<file path="config.mk">
export PLATFORM = sky130hd
export DESIGN_NAME = prim_arbiter_wrr
export DESIGN_NICKNAME = d
export VERILOG_FILES = /design/src/rtl/prim_arbiter_wrr.sv
export SDC_FILE = /design/constraint.sdc
export NUM_CORES = 1
export LEC_CHECK = 0
export CAP_MARGIN = 20
export CORE_AREA = 2 2 132 134
export CTS_CLUSTER_DIAMETER = 40
export DETAILED_ROUTE_END_ITERATION = 7
export DIE_AREA = 0 0 134 136
export PLACE_DENSITY = 0.75
export SLEW_MARGIN = 40
export SYNTH_ARGS = -nofsm -noshare
export SYNTH_HDL_FRONTEND = slang
export SYNTH_SLANG_ARGS = --single-unit
</file>
<file path="constraint.sdc">
create_clock -name clk_i -period 10.5 [get_ports clk_i]
set_clock_uncertainty 0.05 [all_clocks]
set_input_delay 2.1 -clock clk_i [delete_from_list [all_inputs] [get_ports clk_i]]
set_output_delay 2.1 -clock clk_i [all_outputs]
set_load 0.05 [all_outputs]
</file>
<file path="src/rtl/prim_arbiter_wrr.sv">
// prim_arbiter_wrr: N:1 weighted round-robin arbiter with burst weights and
// grant locking.
//
// Ownership rotates round-robin. A winner with weight w keeps the grant for
// w+1 consecutive transfers. A selection that is presented to the sink but not
// yet accepted is frozen until the handshake (EnLock=1).
//
// Ports
//   clk_i     clock
//   rst_i     synchronous active-high reset; forces all outputs to zero
//   req_i     [N]      request per port
//   data_i    [N*DW]   data per port (ignored when EnDataPort=0)
//   weight_i  [N*WW]   burst weight per port, sampled at burst start
//   gnt_o     [N]      one-hot grant, asserted on the transfer cycle only
//   idx_o     [IdxW]   index of the selected port
//   valid_o            a selection is presented
//   data_o    [DW]     data of the selected port (all ones when EnDataPort=0)
//   ready_i            sink ready
module prim_arbiter_wrr #(
  parameter int unsigned N          = 8,
  parameter int unsigned DW         = 32,
  parameter int unsigned WW         = 4,
  parameter bit          EnDataPort = 1'b1,
  parameter bit          EnLock     = 1'b1,
  localparam int unsigned IdxW      = (N > 1) ? $clog2(N) : 1
) (
  input  logic            clk_i,
  input  logic            rst_i,
  input  logic [N-1:0]    req_i,
  input  logic [N*DW-1:0] data_i,
  input  logic [N*WW-1:0] weight_i,
  output logic [N-1:0]    gnt_o,
  output logic [IdxW-1:0] idx_o,
  output logic            valid_o,
  output logic [DW-1:0]   data_o,
  input  logic            ready_i
);

  // First requesting index in cyclic order ptr+1, ptr+2, ..., ptr (mod N).
  // Returns 0 when nothing requests.
  function automatic logic [IdxW-1:0] rr_search(input logic [N-1:0]    req,
                                                 input logic [IdxW-1:0] ptr);
    logic [IdxW-1:0] res;
    logic            found;
    logic [IdxW:0]   j;
    res   = '0;
    found = 1'b0;
    for (int unsigned k = 1; k <= N; k++) begin
      j = {1'b0, ptr} + (IdxW+1)'(k);
      if (j >= (IdxW+1)'(N)) begin
        j = j - (IdxW+1)'(N);
      end
      if (!found && req[j[IdxW-1:0]]) begin
        found = 1'b1;
        res   = j[IdxW-1:0];
      end
    end
    return res;
  endfunction

  generate
    if (N == 1) begin : g_bypass
      // Single requester: pure pass-through, no state.
      logic unused_bypass;
      assign unused_bypass = ^{clk_i, weight_i};

      assign valid_o = ~rst_i & req_i[0];
      assign gnt_o   = valid_o & ready_i;
      assign idx_o   = '0;

      if (EnDataPort) begin : g_data
        assign data_o = rst_i ? '0 : data_i;
      end else begin : g_nodata
        logic unused_data;
        assign unused_data = ^data_i;
        assign data_o      = rst_i ? '0 : '1;
      end
    end else begin : g_arb
      logic [IdxW-1:0] ptr_q;
      logic [WW-1:0]   credit_q;
      logic            burst_q;
      logic            locked_q;
      logic [IdxW-1:0] lock_idx_q;
      logic [IdxW-1:0] winner;
      logic [WW-1:0]   weight_arr [N];
      logic            valid_raw;
      logic            hs;
      logic            new_burst;

      for (genvar k = 0; k < N; k++) begin : g_unpack
        assign weight_arr[k] = weight_i[k*WW +: WW];
      end

      // A frozen selection beats an ongoing burst, which beats rotation.
      always_comb begin
        if (locked_q) begin
          winner = lock_idx_q;
        end else if (burst_q && req_i[ptr_q]) begin
          winner = ptr_q;
        end else begin
          winner = rr_search(req_i, ptr_q);
        end
      end

      // Under lock only the frozen requester counts; if it drops, valid falls.
      assign valid_raw = locked_q ? req_i[lock_idx_q] : |req_i;
      assign hs        = valid_raw & ready_i;
      // Re-winning the owner after its burst ended is a fresh burst too.
      assign new_burst = (winner != ptr_q) || !burst_q;

      assign valid_o = ~rst_i & valid_raw;
      assign idx_o   = rst_i ? '0 : winner;
      assign gnt_o   = rst_i ? '0 : ((N'(1) << winner) & {N{hs}});

      if (EnDataPort) begin : g_data
        logic [DW-1:0] data_arr [N];
        for (genvar k = 0; k < N; k++) begin : g_dunpack
          assign data_arr[k] = data_i[k*DW +: DW];
        end
        assign data_o = rst_i ? '0 : data_arr[winner];
      end else begin : g_nodata
        logic unused_data;
        assign unused_data = ^data_i;
        assign data_o      = rst_i ? '0 : '1;
      end

      // ptr_q resets to N-1 so the very first search begins at port 0.
      always_ff @(posedge clk_i) begin
        if (rst_i) begin
          ptr_q    <= IdxW'(N - 1);
          credit_q <= '0;
          burst_q  <= 1'b0;
        end else if (hs) begin
          if (new_burst) begin
            ptr_q    <= winner;
            credit_q <= weight_arr[winner];
            burst_q  <= (weight_arr[winner] != '0);
          end else begin
            credit_q <= credit_q - 1'b1;
            burst_q  <= (credit_q != WW'(1));
          end
        end else if (!req_i[ptr_q] && !locked_q) begin
          // Owner walked away: the rest of its credit is forfeited.
          burst_q <= 1'b0;
        end
      end

      if (EnLock) begin : g_lock
        // Presented-but-not-accepted freezes the selection; a handshake or a
        // vanished locked request releases it on the next edge.
        always_ff @(posedge clk_i) begin
          if (rst_i) begin
            locked_q   <= 1'b0;
            lock_idx_q <= '0;
          end else begin
            locked_q <= valid_raw & ~ready_i;
            if (valid_raw && !ready_i) begin
              lock_idx_q <= winner;
            end
          end
        end
      end else begin : g_nolock
        assign locked_q   = 1'b0;
        assign lock_idx_q = '0;
      end

      a_gnt_onehot: assert property (@(posedge clk_i) disable iff (rst_i)
        $onehot0(gnt_o));
      a_gnt_hs: assert property (@(posedge clk_i) disable iff (rst_i)
        (|gnt_o) |-> (valid_o && ready_i));
      a_hs_gnt: assert property (@(posedge clk_i) disable iff (rst_i)
        (valid_o && ready_i) |-> (gnt_o[idx_o] && req_i[idx_o]));
      a_lock_hold: assert property (@(posedge clk_i) disable iff (rst_i)
        (locked_q && req_i[lock_idx_q]) |-> (idx_o == lock_idx_q));
      a_known: assert property (@(posedge clk_i)
        !$isunknown({gnt_o, idx_o, valid_o, data_o}));
    end
  endgenerate

endmodule

</file>
==> impl_metrics.ini, run 1 <==
[timing]
finalCritPeriodShare = 0.8406
tightest_slew_ns = 0.7663
timing.fmax_mhz = 113.3
tns_ns = 0
relSlewSlack = 0.4884
hold_viol = 0
hold_slack_ns = 0.4937
rsz0062_at_grt = no
period_needed_ns = 8.827
slew_viol_final = 0
finalSetupViolCount = 0

[place]
dp_hpwl_um = 19230
io_buffers = 342
finalWeightedCongestion = 0.9028

[finish]
layout-drive-gt1-share = 0.07346
seq_area_um2 = 240.2
fillers = 1583
multi_input_area_um2 = 4262
layout_common_cells = 341 x clkdlybuf4s50_1, 118 x mux2i_1, 88 x nand2_1
fin_nets = 1216
area_delta_synth_final_pct = 76.80
final_common_cell = clkdlybuf4s50_1

[clock_tree]
worst_skew_pair.late_latency_ns = 0.24
cts_tree = done
cts-root-buf = clkbuf_16
numCtsBuffers = 3
clock-sinks = 12
htreeDepth = 1
postCtsResizedCells = 0
cts_setup_buffers = 0
clkTransAtPathRegs_ns = 0.04
clockBufferDepth = 2
postCtsHoldBufs = 0

[yosys]
synth_seq_area_share = 0.04993
netlist_instances = 616
synth_top_area_frac = 0.2455
yosysWarnings = 0
synth_cell_type_count = 80
synth_top_area_cell = mux2i_1
async_flop_share = 0
synthesis.area_per_instance_um2 = 7.810
syn_nets = 919
synth_flop_cell = dfxtp_1
synth_edf_count = 0
synthTopCellsByArea = mux2i_1 25%, mux4_2 7.0%, nand2_1 6.9%
ys_ff_latch = 12
synth_area_um2 = 4811

[power_and_ir_drop]
peakVddDrop_mv = 0.1874
powerDensity_nw_per_um2 = 274.6
p_leak_nw = 3.258

[critical_path]
cp_data_required_time_ns = 8.35
end_kind = output port
path_class = input port to output port
worstPathMaxFanout = 43
arrival_ns = 6.68
worst_setup_path_start_kind = input port

[route]
routed_via_density = 5.381
drc_errors = 0
wl_per_cell_um = 20.47
drt-total-wl_um = 23290
wl_met3_um = 1638
drt_first_pass_iters = 5
drt_iter0_markers = 512
vias = 6124
ant_nets = 0
m1WireLength_um = 9533
top_layer_used = met5
met2_length_um = 11840

[status]
status = complete, no violations

[floorplanning]
die_y_um = 136
io_pins = 343
start_util = 0.2851
die-area_um2 = 18220
design.core.area_um2 = 16880
die_x_um = 134
num_rows = 48

[grt]
grt_max_degree = 85
grt_pass1_wl_um = 33950
grt_use_total = 0.2400
grt_overflow = 0
antenna_found_initial = 5
grt_pass1_vias = 5695

[flow_run]
cap_viol_max_count = 0

[min_path]
holdCritPathClass = flip-flop to flip-flop
Yosys cell counts (12+ instances only):
cell,count
mux2i_1,118
nand2_1,88
a21oi_1,42
a211oi_1,41
and2_1,37
a32o_1,32
clkbuf_1,32
nor2_1,29
buf_2,18
mux4_2,15
dfxtp_1,12
worst max-delay path, cell delays in order:
cell	delay, ns
clkdlybuf4s50_1	0.70
mux2i_1	0.18
mux4_2	0.62
a21boi_0	0.24
mux2i_1	0.11
o221ai_1	0.41
a41o_4	0.59
buf_12	0.27
buf_4	0.22
a211oi_1	0.06
a21oi_1	0.15
a32o_1	0.13
clkdlybuf4s50_1	0.83
flip-flops by register name, summed over array words and instances (netlist names):
name	count
g_arb.burst_q	1
g_arb.credit_q	4
g_arb.lock_idx_q	3
g_arb.locked_q	1
g_arb.ptr_q	3
final cells by class:
type	count	share of cell area
diodes	1	0.0002942
clock buffers	4	0.01044
inverters	10	0.004707
multi-input cells	530	0.5010
flip-flops and latches	12	0.02824
well taps	225	0.03310
repair buffers	356	0.4222
final timing paths:
kind | slack [ns] | depth (start not counted) | endpoint | start
setup reg to reg | 5.24 | 13 | g_arb.burst_q | g_arb.ptr_q[0]
setup / recovery | 1.67 | 13 | data_o[6] | req_i[3]
hold / removal | 0.49 | 2 | g_arb.credit_q[0] | g_arb.credit_q[0]
hold reg to reg | 0.49 | 2 | g_arb.credit_q[0] | g_arb.credit_q[0]
power breakdown:
group | internal [mW] | switching (mW)
registers | 0.0592 | 0.0210
clock network | 0.0576 | 0.0211
logic | 0.874 | 1.30
total | 0.990 | 1.35
kinds of logic after synthesis:
kind of cell	after synthesis	synth area share
AO/OA/AOI/OAI	177	0.2929
XOR/XNOR	5	0.01379
adder cells (fa/ha/maj)	4	0.01040
buffers and inverters	74	0.07594
flip-flops	12	0.04993
multiplexers	147	0.3563
AND/OR/NAND/NOR	197	0.2008
routing by layer:
layer  up-vias  GRT usage
li1       2961          -
met1      2890     0.3068
met2       247     0.4214
met3        20    0.05630
met4         6    0.03073
met5         -          0
per-stage QoR:
step	power [mW]	area, um2	utilization	setup slack [ns]	cells
2_1_floorplan	1.605	4811	-	2.877	616
3_3_place_gp	2.187	8320	0.4930	1.655	1128
5_1_grt	2.468	8503	0.5039	1.508	1137
6_report	2.336	8506	0.5040	1.673	1138
4_1_cts	2.316	8488	0.5030	1.645	1136
3_5_place_dp	2.231	8399	0.4977	1.658	1132
Power figures use the tool's default switching activity.
==> run 2: changes to the inputs <==
--- a/config.mk
+++ b/config.mk
@@ -6,11 +6,11 @@
 export NUM_CORES = 1
 export LEC_CHECK = 0
 export CAP_MARGIN = 20
-export CORE_AREA = 2 2 132 134
+export CORE_AREA = 2 2 134 136
 export CTS_CLUSTER_DIAMETER = 40
 export DETAILED_ROUTE_END_ITERATION = 7
-export DIE_AREA = 0 0 134 136
-export PLACE_DENSITY = 0.75
+export DIE_AREA = 0 0 136 138
+export PLACE_DENSITY = 0.74
 export SLEW_MARGIN = 40
 export SYNTH_ARGS = -nofsm -noshare
 export SYNTH_HDL_FRONTEND = slang
==> constraint.sdc (replaced) <==
create_clock -name clk_i -period 8.4 [get_ports clk_i]
set_clock_uncertainty 0.05 [all_clocks]
set_input_delay 1.68 -clock clk_i [delete_from_list [all_inputs] [get_ports clk_i]]
set_output_delay 1.68 -clock clk_i [all_outputs]
set_load 0.05 [all_outputs]
==> run 2 against run 1 <==
Sequential share of layout area is essentially flat. Sequential power grew 26%. Power grew 25%. Critical path depth is the same. Clock power grew 30%. Critical endpoint is now data_o[23]. Highest routed layer unchanged. Via count grew 0.15%. Non-clock buffer count grew 6. Global-route usage shrank 0.097 points. Final cell count grew 0.88%.
==> impl_metrics.ini, run 2 (same netlist as run 1, synthesis figures left out) <==
[timing]
hold_viol = 0
finalSetupViolCount = 0
tns_ns = 0
finalCritPeriodShare = 0.9375
rsz0062_at_grt = no
relSlewSlack = 0.4713
period_needed_ns = 7.875
tightest_slew_ns = 0.7919
timing.fmax_mhz = 127.0
slew_viol_final = 0

[floorplanning]
die_x_um = 136
design.core.area_um2 = 17530
die_y_um = 138
die-area_um2 = 18770
io_pins = 343
start_util = 0.2744
num_rows = 49

[route]
wl_per_cell_um = 20.15
drt_first_pass_iters = 5
routed_via_density = 5.342
drc_errors = 0
drt_iter0_markers = 411
ant_nets = 0
drt-total-wl_um = 23140
vias = 6133

[clock_tree]
clkTransAtPathRegs_ns = 0.05
clockBufferDepth = 2
htreeDepth = 1
clock-sinks = 12
cts_tree = done
cts-root-buf = clkbuf_16
cts_setup_buffers = 0
postCtsResizedCells = 0
numCtsBuffers = 3
worst_skew_pair.late_latency_ns = 0.25
postCtsHoldBufs = 0

[finish]
area_delta_synth_final_pct = 77.45
biggestRegsByFlops = g_arb.credit_q: 4 flops, g_arb.lock_idx_q: 3 flops, g_arb.ptr_q: 3 flops
regMostFlops = g_arb.credit_q
final_common_cell = clkdlybuf4s50_1
layout_common_cells = 342 x clkdlybuf4s50_1, 118 x mux2i_1, 88 x nand2_1
design_area_um2 = 8537
fillers = 1764
layout-drive-gt1-share = 0.07843
largest_reg_flops = 4
fin_nets = 1222

[min_path]
worstHoldPathCells = 2
worstHoldStart = g_arb.credit_q[0]
min_to = g_arb.credit_q[0]
holdCritPathClass = flip-flop to flip-flop

[critical_path]
timing.rr.end = g_arb.burst_q
max_stage_delay_ns = 0.70
crit_start = req_i[3]
cp_num_buf_inv = 3
slowest_stage = clkdlybuf4s50_1
rrSetupSlack_ns = 3.57
worstPathMaxFanout = 15
worst_setup_path_start_kind = input port
end_kind = output port
cp_data_required_time_ns = 6.67
critPathTopFamily = compound AO/OA/AOI/OAI gates
arrival_ns = 6.15
crit_chain = clkdlybuf4s50_1 -> mux2i_1 -> mux4_2 -> a32oi_2 -> o31ai_2 -> a221o_1 -> a21o_2 -> buf_4 -> and2_1 -> a211oi_1 -> a21oi_1 -> a32o_1 -> clkdlybuf4s50_1
crit_top_cell = clkdlybuf4s50_1
path_class = input port to output port
r2r_start = g_arb.ptr_q[1]
rr_worst_depth = 15

[grt]
grt_use_total = 0.2390
grtUsageMet2 = 0.4171
grt_pass1_wl_um = 34920
grt_pass1_vias = 6157
grt_overflow = 0
grt_max_degree = 66
antenna_found_initial = 4
grt-busiest-layer = met2
grt_use_met1 = 0.2907
gr-usage-met3 = 0.06014

[power_and_ir_drop]
peakVddDrop_mv = 0.2412
powerDensity_nw_per_um2 = 342.6
p_leak_nw = 3.283
power_mw = 2.925

[place]
placed_cell_area_um2 = 8446
dp_hpwl_um = 18830
finalWeightedCongestion = 0.9574
io_buffers = 342

[status]
status = complete, no violations

[flow_run]
cap_viol_max_count = 0
## run 2: final cells by class
| cell class | count | area [um2] | area share |
|---|---|---|---|
| sequential | 12 | 240.2 | 0.02814 |
| inverter | 10 | 40.04 | 0.004690 |
| tap | 229 | 286.5 | 0.03356 |
| multi-input combinational | 530 | 4255 | 0.4985 |
| timing repair buffer | 362 | 3623 | 0.4244 |
| clock buffer | 4 | 88.84 | 0.01041 |
| antenna | 1 | 2.502 | 0.0002931 |
## run 2: where the power goes
group	total, mW	leakage, nW	switching (mW)	internal (mW)
Combinational	2.72	3.14	1.63	1.10
Clock	0.102	0.0442	0.0299	0.0723
Sequential	0.101	0.0994	0.0273	0.0739
## run 2: metal layers
layer	share of wire	vias up	routed length, um
li1	-	2976	-
met5	0.0015	-	35
met1	0.40	2872	9182
met4	0.023	6	530
met3	0.077	36	1771
met2	0.50	243	11620
## run 2: worst max path at each step
stage / slack [ns] / end / cells past startpoint
4_1_cts: 0.57 / data_o[3] / 13
5_1_grt: 0.19 / data_o[9] / 13
2_1_floorplan: 1.62 / gnt_o[4] / 12
6_report: 0.52 / data_o[23] / 13
3_3_place_gp: 0.60 / data_o[9] / 13
3_5_place_dp: 0.59 / data_o[3] / 13
## run 2: worst min-delay path: cells and delay by family (launching register included)
kind               cells  cell delay, ns
DFF                    1            0.33
and+or+nand+nor        1            0.08
AOI/OAI and AO/OA      1            0.08
## run 2: through the flow
step                hold WS (ns)    util  setup slack [ns]  std cells
detailed placement        0.4775  0.4817            0.5852       1143
CTS                       0.4844  0.4867            0.5721       1147
finish                    0.5007  0.4869            0.5246       1148
global route              0.5336  0.4867            0.1870       1147
global placement          0.4501  0.4817            0.6002       1143
floorplan                 0.4359       -             1.617        616
==> run 3: changes to the inputs <==
--- a/config.mk
+++ b/config.mk
@@ -6,11 +6,13 @@
 export NUM_CORES = 1
 export LEC_CHECK = 0
 export CAP_MARGIN = 20
-export CORE_AREA = 2 2 134 136
+export CELL_PAD_IN_SITES_DETAIL_PLACEMENT = 0
+export CELL_PAD_IN_SITES_GLOBAL_PLACEMENT = 1
+export CORE_UTILIZATION = 24
 export CTS_CLUSTER_DIAMETER = 40
 export DETAILED_ROUTE_END_ITERATION = 7
-export DIE_AREA = 0 0 136 138
-export PLACE_DENSITY = 0.74
+export GPL_ROUTABILITY_DRIVEN = 1
+export PLACE_DENSITY = 0.9
 export SLEW_MARGIN = 40
 export SYNTH_ARGS = -nofsm -noshare
 export SYNTH_HDL_FRONTEND = slang
==> run 3 against run 2 <==
Critical path depth stayed put. Die area is 9.8% higher. Clock power hardly changed. Final cell count is 2.8% higher. Via count is 0.68% lower. Flip-flop and latch count stayed put. Global-route usage is 2.4 points lower. Fmax is 1.3% lower. Combinational power hardly changed. Clock-buffer cell count stayed put. Largest cell class unchanged. Highest routed layer unchanged.
==> impl_metrics.ini, run 3 (same netlist as run 1, synthesis figures left out) <==
[status]
status = complete, no violations

[timing]
hold_viol = 0
hold_slack_ns = 0.4707
finalWorstSetupSlack_ns = 0.4222
period_needed_ns = 7.978
slew_viol_final = 0
tightest_slew_ns = 0.8541
tns_ns = 0
rsz0062_at_grt = no
finalCritPeriodShare = 0.9497
relSlewSlack = 0.4298
finalSetupViolCount = 0
timing.fmax_mhz = 125.3

[finish]
final_util = 0.4394
seq_area_um2 = 240.2
largest_reg_flops = 4
area_delta_synth_final_pct = 78.34
fillers = 1979
fin_nets = 1219
diodes = 0
layout-drive-gt1-share = 0.07650
biggestRegsByFlops = g_arb.credit_q: 4 flops, g_arb.lock_idx_q: 3 flops, g_arb.ptr_q: 3 flops
multi_input_area_um2 = 4255
regMostFlops = g_arb.credit_q
layout_common_cells = 341 x clkdlybuf4s50_1, 118 x mux2i_1, 88 x nand2_1
final_common_cell = clkdlybuf4s50_1

[min_path]
worstHoldStart = g_arb.credit_q[0]
holdCritPathClass = flip-flop to flip-flop

[critical_path]
crit_start = req_i[5]
crit_chain = clkdlybuf4s50_1 -> mux4_1 -> mux2_4 -> a21oi_1 -> o21ai_0 -> a311oi_2 -> a21o_2 -> buf_12 -> and2_1 -> a211oi_1 -> a21oi_1 -> a32o_1 -> clkdlybuf4s50_1
r2r_start = g_arb.ptr_q[1]
slowest_stage = clkdlybuf4s50_1
rrSetupSlack_ns = 3.33
max_stage_delay_ns = 0.81
end_kind = output port
cp_data_required_time_ns = 6.67
arrival_ns = 6.25
worst_setup_path_start_kind = input port
path_class = input port to output port
worstPathMaxFanout = 30

[grt]
grt_overflow = 0
antenna_found_initial = 2
grt_pass1_wl_um = 33590
grt_max_degree = 102
grt_use_total = 0.2155
grt_pass1_vias = 5871

[power_and_ir_drop]
powerDensity_nw_per_um2 = 342.1
p_leak_nw = 3.278
peakVddDrop_mv = 0.2427

[clock_tree]
cts-root-buf = clkbuf_16
worst_skew_pair.late_latency_ns = 0.25
postCtsHoldBufs = 0
numCtsBuffers = 3
cts_tree = done
htreeDepth = 1
clock-sinks = 12
clockBufferDepth = 2
clkTransAtPathRegs_ns = 0.05
cts_setup_buffers = 0
postCtsResizedCells = 0

[floorplanning]
die_x_um = 143.6
die-area_um2 = 20620
io_pins = 343
die_y_um = 143.6
start_util = 0.2464
design.core.area_um2 = 19530
num_rows = 51

[route]
drc_errors = 0
routed_via_density = 5.162
vias = 6091
drt_iter0_markers = 421
drt-total-wl_um = 23210
ant_nets = 0
drt_first_pass_iters = 4
wl_per_cell_um = 19.67

[flow_run]
cap_viol_max_count = 0

[place]
io_buffers = 342
preCtsSetupSlack_ns = 0.4433
dp_hpwl_um = 18810
finalWeightedCongestion = 0.9120
run 3: cell count changes in the layout (fill, tap and decap cells not counted):
cell             change
buf_4                -4
buf_12               +2
clkdlybuf4s50_1      -1
diode_2              -1
run 3: area by class of cell:
| class | instances | area share |
|---|---|---|
| multi-input cells | 530 | 0.4960 |
| flip-flops and latches | 12 | 0.02800 |
| clock buffers | 4 | 0.01035 |
| inverters | 10 | 0.004667 |
| repair buffers | 359 | 0.4223 |
| well taps | 265 | 0.03865 |
run 3: final timing paths:
path	depth (start not counted)	to
worst min-delay path	2	g_arb.credit_q[0]
worst min register to register	2	g_arb.credit_q[0]
worst max register to register	13	g_arb.burst_q
worst max-delay path	13	data_o[3]
run 3: report_power, final:
group	internal, mW	switching (mW)
Clock	0.0721	0.0277
Sequential	0.0740	0.0269
Combinational	1.10	1.63
run 3: through the flow:
step	cell area (um2)	cells	power, mW
final	8579	1180	2.935
after global routing	8579	1180	3.114
after CTS	8579	1180	2.935
after detailed placement	8491	1176	2.825
after global placement	8491	1176	2.817
after floorplan	4811	616	2.006
run 3: metal layers:
layer / track usage / vias to the layer above / wire length, um
li1: - / 2963 / -
met2: 0.3715 / 260 / 11580
met4: 0.06943 / 4 / 597
met5: 0 / - / 23
met1: 0.2675 / 2826 / 9324
met3: 0.04199 / 38 / 1686
run 3: worst max-delay path: cells and delay by family:
kind                   cells  cell delay (ns)
AO/OA/AOI/OAI              7             1.78
buffers and inverters      3             1.65
multiplexers               2             0.94
AND/OR/NAND/NOR            1             0.15
